`config.mk`:
```
export PLATFORM = sky130hd
export DESIGN_NAME = vga_scan_timing
export DESIGN_NICKNAME = d
export VERILOG_FILES = /design/src/rtl/vga_scan_timing.sv
export SDC_FILE = /design/constraint.sdc
export NUM_CORES = 1
export LEC_CHECK = 0
export BUFFER_PORTS_ARGS = -buffer_cell sky130_fd_sc_hd__buf_2
export CAP_MARGIN = 5
export CORE_ASPECT_RATIO = 1.2
export CORE_MARGIN = 5
export CORE_UTILIZATION = 45
export DETAILED_ROUTE_END_ITERATION = 8
export PLACE_DENSITY = 0.78
export SYNTH_ARGS = -nofsm -noshare
export SYNTH_HDL_FRONTEND = slang
export SYNTH_SLANG_ARGS = --single-unit
```
`constraint.sdc`:
```
create_clock -name clk -period 5.4 [get_ports clk]
set_input_delay 1.08 -clock clk [delete_from_list [all_inputs] [get_ports clk]]
set_output_delay 1.08 -clock clk [all_outputs]
set_load 0.02 [all_outputs]
```
`src/rtl/vga_scan_timing.sv`:
```
// vga_scan_timing: 640x480@60 raster generator and VGA DAC driver.
// Produces renderer coordinates (x, y), then registers the returned colour
// together with sync/blank so every DAC output lags x/y by one pixel period.
//
// Ports:
//   clk, rst            system clock, asynchronous active-high reset
//   x, y                current pixel column/row (0 while blanked)
//   r_in, g_in, b_in    colour returned by the renderer mux
//   vga_r/g/b           colour to the DAC (0 while blanked)
//   vga_hs, vga_vs      syncs, asserted level set by SYNC_POL
//   vga_blank_n         high while the output pixel is visible
//   vga_clk             pixel clock to the DAC
//   frame_start         one-clk pulse at pixel (0,0)
//   test_mode           colour-bar override (VGA_TEST_PATTERN_EN only)
//
// Optional build macro VGA_TEST_PATTERN_EN adds test_mode and an eight-bar
// colour pattern (white, yellow, cyan, green, magenta, red, blue, black).
module vga_scan_timing #(
    parameter int CLK_DIV  = 2,
    parameter int H_ACTIVE = 640,
    parameter int H_FP     = 16,
    parameter int H_SYNC   = 96,
    parameter int H_BP     = 48,
    parameter int V_ACTIVE = 480,
    parameter int V_FP     = 10,
    parameter int V_SYNC   = 2,
    parameter int V_BP     = 33,
    parameter int SYNC_POL = 0
) (
    input  logic       clk,
    input  logic       rst,
`ifdef VGA_TEST_PATTERN_EN
    input  logic       test_mode,
`endif
    output logic [9:0] x,
    output logic [8:0] y,
    input  logic [7:0] r_in,
    input  logic [7:0] g_in,
    input  logic [7:0] b_in,
    output logic [7:0] vga_r,
    output logic [7:0] vga_g,
    output logic [7:0] vga_b,
    output logic       vga_hs,
    output logic       vga_vs,
    output logic       vga_blank_n,
    output logic       vga_clk,
    output logic       frame_start
);

    localparam int H_TOT = H_ACTIVE + H_FP + H_SYNC + H_BP;
    localparam int V_TOT = V_ACTIVE + V_FP + V_SYNC + V_BP;
    localparam int DW    = $clog2(CLK_DIV);

    localparam logic [DW-1:0] DIV_LAST = DW'(CLK_DIV - 1);
    localparam logic [DW-1:0] DIV_HALF = DW'(CLK_DIV / 2);

    localparam logic [9:0] H_VIS  = 10'(H_ACTIVE);
    localparam logic [9:0] H_SS   = 10'(H_ACTIVE + H_FP);
    localparam logic [9:0] H_SE   = 10'(H_ACTIVE + H_FP + H_SYNC);
    localparam logic [9:0] H_LAST = 10'(H_TOT - 1);
    localparam logic [9:0] V_VIS  = 10'(V_ACTIVE);
    localparam logic [9:0] V_SS   = 10'(V_ACTIVE + V_FP);
    localparam logic [9:0] V_SE   = 10'(V_ACTIVE + V_FP + V_SYNC);
    localparam logic [9:0] V_LAST = 10'(V_TOT - 1);

    localparam logic SYNC_ON = (SYNC_POL != 0);

    logic [DW-1:0] div_cnt;
    logic [DW-1:0] div_nxt;
    logic [9:0]    h_cnt;
    logic [9:0]    v_cnt;
    logic [9:0]    h_nxt;
    logic [9:0]    v_nxt;
    logic          pix_en;
    logic          visible;
    logic          hs_on;
    logic          vs_on;
    logic [7:0]    r_sel;
    logic [7:0]    g_sel;
    logic [7:0]    b_sel;

    always_comb begin
        pix_en  = (div_cnt == DIV_LAST);
        div_nxt = pix_en ? '0 : div_cnt + 1'b1;
        h_nxt   = h_cnt;
        v_nxt   = v_cnt;
        if (pix_en) begin
            if (h_cnt == H_LAST) begin
                h_nxt = '0;
                v_nxt = (v_cnt == V_LAST) ? '0 : v_cnt + 10'd1;
            end else begin
                h_nxt = h_cnt + 10'd1;
            end
        end
        // These decode the pixel just presented on x/y, which becomes
        // the DAC pixel at this pix_en.
        visible = (h_cnt < H_VIS) && (v_cnt < V_VIS);
        hs_on   = (h_cnt >= H_SS) && (h_cnt < H_SE);
        vs_on   = (v_cnt >= V_SS) && (v_cnt < V_SE);
    end

`ifdef VGA_TEST_PATTERN_EN
    localparam logic [9:0] BAR_W = 10'(H_ACTIVE / 8);

    logic [2:0] bar;

    // Bar index bits map directly to inverted channel enables.
    always_comb begin
        bar   = 3'(h_cnt / BAR_W);
        r_sel = r_in;
        g_sel = g_in;
        b_sel = b_in;
        if (test_mode) begin
            r_sel = {8{~bar[1]}};
            g_sel = {8{~bar[2]}};
            b_sel = {8{~bar[0]}};
        end
    end
`else
    assign r_sel = r_in;
    assign g_sel = g_in;
    assign b_sel = b_in;
`endif

    always_ff @(posedge clk or posedge rst) begin
        if (rst) begin
            div_cnt     <= '0;
            h_cnt       <= '0;
            v_cnt       <= '0;
            x           <= '0;
            y           <= '0;
            vga_clk     <= 1'b0;
            frame_start <= 1'b0;
            vga_hs      <= ~SYNC_ON;
            vga_vs      <= ~SYNC_ON;
            vga_blank_n <= 1'b0;
            vga_r       <= '0;
            vga_g       <= '0;
            vga_b       <= '0;
        end else begin
            div_cnt     <= div_nxt;
            vga_clk     <= (div_nxt >= DIV_HALF);
            h_cnt       <= h_nxt;
            v_cnt       <= v_nxt;
            x           <= (h_nxt < H_VIS) ? h_nxt : '0;
            y           <= (v_nxt < V_VIS) ? v_nxt[8:0] : '0;
            frame_start <= pix_en && (h_cnt == '0) && (v_cnt == '0);
            if (pix_en) begin
                vga_hs      <= hs_on ? SYNC_ON : ~SYNC_ON;
                vga_vs      <= vs_on ? SYNC_ON : ~SYNC_ON;
                vga_blank_n <= visible;
                vga_r       <= visible ? r_sel : '0;
                vga_g       <= visible ? g_sel : '0;
                vga_b       <= visible ? b_sel : '0;
            end
        end
    end

endmodule

```
==> impl_results.md <==
- CTS resizes: 0
- WP data arrival: 2.68 ns
- Crit-path max cell delay: 1.12 ns
- Synth top area share: between 50% and 60%
- Routed Antenna Nets: 0
- Most instantiated cells after synthesis: 66 x dfrtp_1, 24 x a22o_1, 17 x inv_1, 15 x nand2_1, 9 x nand3_1
- Status: completed
- Final hold violations: 0
- Yosys cell types: 56
- Syn nets: 278
- Avg Inst Size Synth: ~12 um2
- Initial core utilization: between 40% and 50%
- Fin util: around 57%
- Iteration-0 DRC Markers: 240
- Area occupied by multi-input gates: ~0.0012 mm2
- Setup TNS: 0 ns
- Clk_lat worst skew: 0.34 ns
- Num CTS Buffers: 9
- Final worst path period share: between 40% and 50%
- CP endpoint kind: flip-flop
- Yosys warnings: 0
- Max-slew violations: 0
- Worst vdd ir: roughly 0.17 mV
- Max frequency: between 0.4 and 0.5 GHz
- H-tree Lvls: 3
- Critical path class: reg -> reg
- Clock Path Buffers: 2
- First-pass GRT wire length: 11300 um
- Worst rel slew slack: a little under a fifth
- Nets: between 300 and 400
- Worst slew pin tran: approximately 1.2 ns
- Vert. Die Dim: 99.2 um
- Dpl cell area: roughly 0.0034 mm2
- Largest net degree at the start of global routing: 69
- HPWL after detailed placement: approximately 4700 um
- Finish-stage setup viols: 0
- Worst R2R Setup Slack: 2.99 ns
- Flops & latches, synth: 68
- Cell count after synthesis: approximately 250
- Routed len/inst: 15.8 um
- Tot GR Track Use: between 10% and 20%
- Area grow syn2layout: 22.9%
- Die X-Extent: around 84 um
- Die Area: between 0.008 and 0.009 mm2
- # IOs: 74
- Crit-path cells: inv_2 > nor4b_4 > a22o_1
- Core Footprint: 0.00645 mm2
- Root Driver: clkbuf_8
- Final instance area: around 0.0037 mm2
- Initial antenna violation count: 0
- CTS tree: done
- Cells taking the most area after synthesis: dfrtp_1 55%, a22o_1 7.0%, xnor2_1 2.3%
- Antenna diodes: 0
- RSZ-0062 raised after global routing: false
- Max Clock Skew: 0.00984 ns
- Post-synthesis async set-or-reset flop share: between 90% and 100%
- Seq. cell area: 0.00170 mm2
- Main synth FF type: dfrtp_1
- Clock-pin slew on the worst setup and hold paths: around 0.080 ns
- Vias/cell: about 5.4
- Total grt overflow: 0
- LEAKAGE: roughly 0.0019 uW
- Max_cap viols: 0
- # clock sinks: 68
- Sequential-to-total area share from yosys stat: ~57%
- Mapped Area: about 0.0030 mm2
- CP Launch Point: div_cnt$_DFF_PP0_
- CP Data Required Time: 5.68 ns
- Area leader, netlist: dfrtp_1
- Rows: 32
- Count leader, synth: dfrtp_1
- Slowest cell on crit path: nor4b_4
- Critical Path Start Type: flip-flop
- Hold Buf Count CTS: 0
- Total number of vias: about 2.2k
- IO buf count: 73
- Post-synth EDFFs: 0
- Cell Pwr Density: between 200 and 300 mW/mm2
- Vias in the first global route: around 2.4k
- Post-CTS Setup Bufs: 0
- Worst-path fanout max: 28
- Hold slack: slightly below 0.5 ns
- DP Cell Count: between 300 and 400
- DRT Pass-1 Iters: 4
- Worst flop-to-flop path startpoint: div_cnt$_DFF_PP0_
- Hold Path Origin: vga_blank_n$_DFFE_PP0P_
- Filler cells: between 500 and 600
- DR DRC count: 0
- Post-Route WL: 6550 um
- Fraction of layout cells with a size suffix above 1: about a third
- Gpl congestion: ~0.83
- Non-filler instance count after layout: 414
- Post-layout minimum cycle time: about 2.4 ns
- Worst hold path type: reg -> reg
## kinds of logic after synthesis
family,count (synthesis),synth area share [%]
and+or+nand+nor,74,16.7
adders and majority gates,4,1.68
DFF,68,57.1
xor gates and xnor gates,11,3.23
muxes,2,0.839
AOI/OAI and AO/OA,61,16.5
buffers and inverters,28,3.90
## final timing paths
path                                            to  cells after the start
max                           vga_r[0]$_DFFE_PP0P_                      3
min                        vga_blank_n$_DFFE_PP0P_                      1
max reg2reg                   vga_r[0]$_DFFE_PP0P_                      3
min reg2reg                vga_blank_n$_DFFE_PP0P_                      1
max in group asynchronous           x[6]$_DFF_PP0_                      3
min in group asynchronous     vga_g[2]$_DFFE_PP0P_                      3
## stage by stage
step	worst slack, ns	power [uW]
6_report	2.99	1070
5_1_grt	2.80	1110
4_1_cts	3.00	1080
3_5_place_dp	2.98	583
3_3_place_gp	3.14	582
2_1_floorplan	2.61	559
## metal layers
metal,vias up,part of all wire [%],global-route usage (%)
li1,1056,-,-
met4,0,2.3,7.92
met2,62,53,27.6
met3,13,3.6,4.23
met1,1118,41,20.1
met5,-,0,0
## worst max-delay path: cells and delay by family (launching register included)
| kind | cells | cell delay [ns] |
|---|---|---|
| and+or+nand+nor | 1 | 1.12 |
| DFF | 1 | 0.62 |
| buffers and inverters | 1 | 0.33 |
| AOI/OAI and AO/OA | 1 | 0.27 |
## placed cells by master (no fill, tap or decap), types with 8 or more instances in the layout
cell / Yosys / final
nand3_1: 9 / 9
a22o_1: 24 / 24
nor2_1: 8 / 8
nand2_1: 15 / 15
clkbuf_8: 0 / 9
xnor2_1: 8 / 8
inv_1: 17 / 16
buf_2: 6 / 73
nand4_1: 8 / 8
a21boi_0: 8 / 8
dfrtp_1: 66 / 66
## state kept, by name (all words and copies together), names as in the netlist
register     flops
div_cnt          1
frame_start      1
h_cnt           10
v_cnt           10
vga_b            8
vga_blank_n      1
vga_g            8
vga_hs           1
vga_r            8
vga_vs           1
x               10
y                9
## power by group
part / internal [uW] / switching [uW]
Clock: 308 / 192
Combinational: 19.0 / 29.7
Sequential: 518 / 5.06
Total: 845 / 227
## layout make-up
class                           count  area share (%)
Tap cell                           85            2.90
Clock inverter                      6            3.04
Multi-Input combinational cell    152            32.0
Sequential cell                    68            46.5
Timing Repair Buffer               74            10.2
Inverter                           19            1.95
Clock buffer                       10            3.48
No activity file was read; power rests on OpenSTA's default activity.
